==> src/rtl/pipe_pkg.sv <==
// Shared pipeline definitions.
// Control-bit indices and default stage widths.
package pipe_pkg;

  localparam int DATA_W_DEF    = 32;
  localparam int NUM_WORDS_DEF = 4;
  localparam int CTRL_W_DEF    = 8;

  localparam int CTRL_MEMREAD  = 0;
  localparam int CTRL_MEMWRITE = 1;
  localparam int CTRL_MEMTOREG = 2;
  localparam int CTRL_JUMP     = 3;
  localparam int CTRL_BRANCH   = 4;
  localparam int CTRL_REGWRITE = 5;

endpackage

==> src/rtl/pipe_sat_counter.sv <==
// Saturating up-counter with synchronous clear.
// Clear wins over increment; holds at all-ones.
module pipe_sat_counter
  import pipe_pkg::*;
#(
  parameter int CNT_W = 16
) (
  input  logic             clk,
  input  logic             rst_n,
  input  logic             inc,
  input  logic             clr,
  output logic [CNT_W-1:0] count
);

  logic [CNT_W-1:0] count_q;
  logic [CNT_W-1:0] count_d;

  // next count: clear, saturating increment or hold
  always_comb begin
    count_d = count_q;
    if (clr) begin
      count_d = '0;
    end else if (inc && (count_q != {CNT_W{1'b1}})) begin
      count_d = count_q + {{(CNT_W-1){1'b0}}, 1'b1};
    end
  end

  // count register
  always_ff @(posedge clk or negedge rst_n) begin
    if (!rst_n) count_q <= '0;
    else        count_q <= count_d;
  end

  assign count = count_q;

endmodule

==> src/rtl/pipe_stage_buffer.sv <==
// Pipeline stage register with valid/ready, flush,
// optional skid slot and stall counter.
module pipe_stage_buffer
  import pipe_pkg::*;
#(
  parameter int DATA_W    = DATA_W_DEF,
  parameter int NUM_WORDS = NUM_WORDS_DEF,
  parameter int CTRL_W    = CTRL_W_DEF,
  parameter int SKID      = 1,
  parameter int CNT_W     = 16
) (
  input  logic                        clk,
  input  logic                        rst_n,
  input  logic                        in_valid,
  output logic                        in_ready,
  input  logic [NUM_WORDS*DATA_W-1:0] in_words,
  input  logic [CTRL_W-1:0]           in_ctrl,
  output logic                        out_valid,
  input  logic                        out_ready,
  output logic [NUM_WORDS*DATA_W-1:0] out_words,
  output logic [CTRL_W-1:0]           out_ctrl,
  input  logic                        flush,
  output logic [CNT_W-1:0]            stall_cnt,
  input  logic                        stall_clr
);

  localparam int WW = NUM_WORDS * DATA_W;

  logic              m_valid_q, m_valid_d;
  logic [WW-1:0]     m_words_q, m_words_d;
  logic [CTRL_W-1:0] m_ctrl_q,  m_ctrl_d;

  logic              s_valid_q;
  logic [WW-1:0]     s_words_q;
  logic [CTRL_W-1:0] s_ctrl_q;

  logic in_fire;
  logic m_open;

  assign in_fire = in_valid & in_ready;
  // M can take a new beat when empty or draining
  assign m_open  = ~m_valid_q | out_ready;

  // main register: skid beat first, then input, else bubble
  always_comb begin
    m_valid_d = m_valid_q;
    m_words_d = m_words_q;
    m_ctrl_d  = m_ctrl_q;
    if (flush) begin
      m_valid_d = 1'b0;
      m_ctrl_d  = '0;
    end else if (m_open) begin
      if (s_valid_q) begin
        m_valid_d = 1'b1;
        m_words_d = s_words_q;
        m_ctrl_d  = s_ctrl_q;
      end else if (in_fire) begin
        m_valid_d = 1'b1;
        m_words_d = in_words;
        m_ctrl_d  = in_ctrl;
      end else begin
        m_valid_d = 1'b0;
        m_ctrl_d  = '0;
      end
    end
  end

  // main register state
  always_ff @(posedge clk or negedge rst_n) begin
    if (!rst_n) begin
      m_valid_q <= 1'b0;
      m_words_q <= '0;
      m_ctrl_q  <= '0;
    end else begin
      m_valid_q <= m_valid_d;
      m_words_q <= m_words_d;
      m_ctrl_q  <= m_ctrl_d;
    end
  end

  if (SKID != 0) begin : g_skid
    logic              s_valid_d;
    logic [WW-1:0]     s_words_d;
    logic [CTRL_W-1:0] s_ctrl_d;

    // skid slot fills when M is stuck, empties into M
    always_comb begin
      s_valid_d = s_valid_q;
      s_words_d = s_words_q;
      s_ctrl_d  = s_ctrl_q;
      if (flush) begin
        s_valid_d = 1'b0;
        s_ctrl_d  = '0;
      end else if (m_open) begin
        s_valid_d = s_valid_q & in_fire;
        if (s_valid_q & in_fire) begin
          s_words_d = in_words;
          s_ctrl_d  = in_ctrl;
        end
      end else if (in_fire) begin
        s_valid_d = 1'b1;
        s_words_d = in_words;
        s_ctrl_d  = in_ctrl;
      end
    end

    // skid slot state
    always_ff @(posedge clk or negedge rst_n) begin
      if (!rst_n) begin
        s_valid_q <= 1'b0;
        s_words_q <= '0;
        s_ctrl_q  <= '0;
      end else begin
        s_valid_q <= s_valid_d;
        s_words_q <= s_words_d;
        s_ctrl_q  <= s_ctrl_d;
      end
    end

    assign in_ready = ~s_valid_q;
  end else begin : g_noskid
    assign s_valid_q = 1'b0;
    assign s_words_q = '0;
    assign s_ctrl_q  = '0;
    assign in_ready  = out_ready | ~m_valid_q;
  end

  assign out_valid = m_valid_q;
  assign out_words = m_words_q;
  assign out_ctrl  = m_ctrl_q;

  pipe_sat_counter #(
    .CNT_W (CNT_W)
  ) u_stall_cnt (
    .clk   (clk),
    .rst_n (rst_n),
    .inc   (m_valid_q & ~out_ready),
    .clr   (stall_clr),
    .count (stall_cnt)
  );

endmodule

==> config.mk <==
export PLATFORM = sky130hd
export DESIGN_NAME = pipe_stage_buffer
export DESIGN_NICKNAME = d
export VERILOG_FILES = /design/src/rtl/pipe_pkg.sv /design/src/rtl/pipe_sat_counter.sv /design/src/rtl/pipe_stage_buffer.sv
export SDC_FILE = /design/constraint.sdc
export NUM_CORES = 1
export LEC_CHECK = 0
export BUFFER_PORTS_ARGS = -buffer_cell sky130_fd_sc_hd__buf_2
export CAP_MARGIN = 0
export CORE_ASPECT_RATIO = 1.75
export CORE_MARGIN = 2
export CORE_UTILIZATION = 35
export DETAILED_ROUTE_END_ITERATION = 6
export PLACE_DENSITY_LB_ADDON = 0.25
export SLEW_MARGIN = 20
export SYNTH_ARGS = -nofsm -noshare
export SYNTH_HDL_FRONTEND = slang
export SYNTH_HIERARCHICAL = 1
export SYNTH_SLANG_ARGS = --single-unit
==> constraint.sdc <==
create_clock -name clk -period 2.2 [get_ports clk]
set_input_delay 0.22 -clock clk [delete_from_list [all_inputs] [get_ports clk]]
set_output_delay 0.22 -clock clk [all_outputs]
set_load 0.01 [all_outputs]
==> out/metrics.yaml <==
floorplan:
  pin_count: 296
  die_height_um: 256
  core_um2: 35900
  num_rows: 92
  dieArea_um2: 37900
  fp.dieW_um: 148
  initial_core_util_pct: 35.3
routing:
  antenna_left: 0
  via_count: 8526
  remaining_drc_errors: 0
  routed_wl_um: 31300
  drt_iter0_drc: 179
  first_pass_iters: 4
  via_per_inst: 4.78
  wl_per_cell_um: 17.6
synth:
  synth_fp_nets: 989
  mappedNetlistArea_um2: 12700
  avgSynthCellArea_um2: 15.0
  yosysWarningCount: 6
  synth_cells: 846
  synth-seq-area-share_pct: 57.2
  ys_seq_elements: 290
  synth_cell_types: 38
sta:
  final_hold_viol_count: 0
  setup_violations: 0
  tns_ns: 0
  fin_crit_sh_pct: 90.0
  max_freq_ghz: 0.505
  skew_ns: 0.00788
  worstMarginPinSlew_ns: 0.675
  min_period_ns: 1.98
  max-slew-margin-rel_pct: 55.0
  maxSlewViolCount: 0
  rsz0062_at_grt: "false"
worst_setup_path:
  slowest_stage: "or4_1"
  crit_chain: "nand2b_1 -> inv_1 -> inv_1 -> buf_4 -> or4_1 -> a21oi_1"
  crit_path_frequent_cell: "inv_1"
  crit_path_start_kind: "flip-flop"
  end_kind: "flip-flop"
  arrival_ns: 2.46
  r2r_slack_ns: 0.22
  path_buf_inv: 3
  crit_required_ns: 2.68
  max_stage_delay_ns: 0.50
  worstSetupPathType: "reg2reg"
  cp_max_fo: 17
  critPathTopFamily: "buffers and inverters"
layout:
  mostFrequentLayoutCells: "352 x mux2_2, 294 x buf_2, 289 x dfrtp_1"
  syn_to_final_growth_pct: 35.9
  fill_cells: 3221
  drive_gt1_share_pct: 56.9
  nets: 1436
  multi_input_area_um2: 5140
  regArea_um2: 7260
  layout_commonest_cell: "mux2_2"
outcome:
  outcome: "completed"
placement:
  portBuffers: 295
  gp_congestion: 0.771
  dp_hpwl_um: 21500
hold_path:
  hold_class: "in2reg"
global_route:
  grt_use_total_pct: 16.6
  overflow: 0
  grt_max_degree: 78
  first_global_vias: 9314
  grt_pass1_wl_um: 50600
  antenna_found_initial: 1
power:
  power.total_mw: 14.6
  swShare_pct: 25.6
  power.density_nw_per_um2: 844
  p_comb_share_pct: 19.6
  clkPwrFrac_pct: 32.4
  intPower_mw: 10.8
  irDropWorstVdd_v: 0.000685
  leakagePower_nw: 7.75
  switching_power_mw: 3.74
  seq_power_share_pct: 48.0
clocking:
  clockBufferDepth: 3
  cts_resized: 0
  clock_latency_ns: 0.56
  numCtsBuffers: 28
  numClockSinks: 290
  clk_pin_slew_ns: 0.06
  cts_tree: "done"
  cts_htree_levels: 1
  cts-root-buf: "clkbuf_16"
run:
  max-cap-violations: 0
sequential cells by signal, summed over array words and instances (netlist names):
register,count
out_words,128
s_words_q,128
u_stall_cnt/count,16
out_ctrl,8
s_ctrl_q,8
out_valid,1
s_valid_q,1
power groups by stage:
stage,Sequential (mW),Combinational [mW],Clock [mW]
floorplan,7.22,1.34,0
global placement,7.04,2.63,0
detailed placement,7.09,2.70,0
CTS,7.00,2.91,4.94
global route,7.15,3.09,5.12
finish,7.00,2.85,4.72
final timing paths:
check,endpoint,cells after the start,start
worst max-delay path,u_stall_cnt/count[12],6,out_valid
worst min-delay path,u_stall_cnt/count[6],2,stall_clr
worst max register to register,u_stall_cnt/count[12],6,out_valid
worst min register to register,s_words_q[121],1,s_words_q[121]
max in group asynchronous,s_words_q[37],4,rst_n
min in group asynchronous,u_stall_cnt/count[12],2,rst_n
cell families after synthesis:
group                    after synthesis  synth area share [%]
buffers and inverters                 58                  2.43
AND/OR/NAND/NOR                       66                  3.12
multiplexers                         388                  34.7
flip-flops                           290                  57.2
AO/OA/AOI/OAI                         43                  2.46
adder cells (fa/ha/maj)                1                0.0985
cells in the mapped netlist (all sizes together):
| master | n | share of area [%] |
|---|---|---|
| dfrtp | 290 | 57 |
| a21oi | 12 | 0.47 |
| clkbuf | 10 | 0.30 |
| a211oi | 1 | 0.099 |
| nor2 | 14 | 0.41 |
| nand3b | 1 | 0.059 |
| or3 | 3 | 0.16 |
| o31ai | 7 | 0.41 |
| nand3 | 3 | 0.12 |
| and3 | 2 | 0.099 |
| a22o | 8 | 0.55 |
| o211ai | 1 | 0.099 |
| nor3b | 1 | 0.099 |
| nand4 | 7 | 0.39 |
| a221oi | 8 | 0.55 |
| mux2 | 388 | 35 |
| nand2b | 1 | 0.049 |
| o21ai | 4 | 0.16 |
| and4 | 2 | 0.16 |
| nor4 | 5 | 0.36 |
| nor2b | 5 | 0.25 |
| inv | 5 | 0.15 |
| or4 | 7 | 0.43 |
| o21bai | 2 | 0.12 |
| nor3 | 9 | 0.35 |
| ha | 1 | 0.099 |
| buf | 43 | 2.0 |
| nand2 | 6 | 0.18 |
repair_timing:
action	4_1_cts	5_1_grt
hold endpoints to repair	205	0
setup buffers	0	0
hold buffers	138	0
per-layer routing:
metal	global-route usage, %	up-vias	share of wire (%)
li1	-	3973	-
met1	18.0	4300	37
met2	31.6	200	55
met3	2.50	53	4.2
met4	6.67	0	3.6
met5	0	-	0
final cells by class:
class / count / area share [%]
sequential: 290 / 42.1
multi-input combinational: 498 / 29.8
timing repair buffer: 470 / 19.4
clock buffer: 46 / 5.10
tap: 470 / 3.41
inverter: 5 / 0.109
clock inverter: 3 / 0.0870
antenna: 1 / 0.0145
worst register-to-register path: cells and delay by family (launching register included):
| family | cells | cell delay (ns) |
|---|---|---|
| DFF | 1 | 0.34 |
| AOI/OAI and AO/OA | 1 | 0.16 |
| buffers and inverters | 3 | 0.80 |
| and+or+nand+nor | 2 | 0.62 |
through the flow:
stage               instances  hold slack [ns]  setup WS, ns  cell area, um^2  utilization, %
global placement         1595            0.207         0.215            15000            41.7
detailed placement       1595            0.206         0.177            15000            41.7
finish                   1783           0.0832         0.219            17300            48.0
global route             1783           0.0838        0.0637            17300            48.0
floorplan                 846          -0.0756         0.190            12700               -
CTS                      1782           0.0535         0.217            17300            48.0
Note: power is estimated with default switching activity, not from simulation.
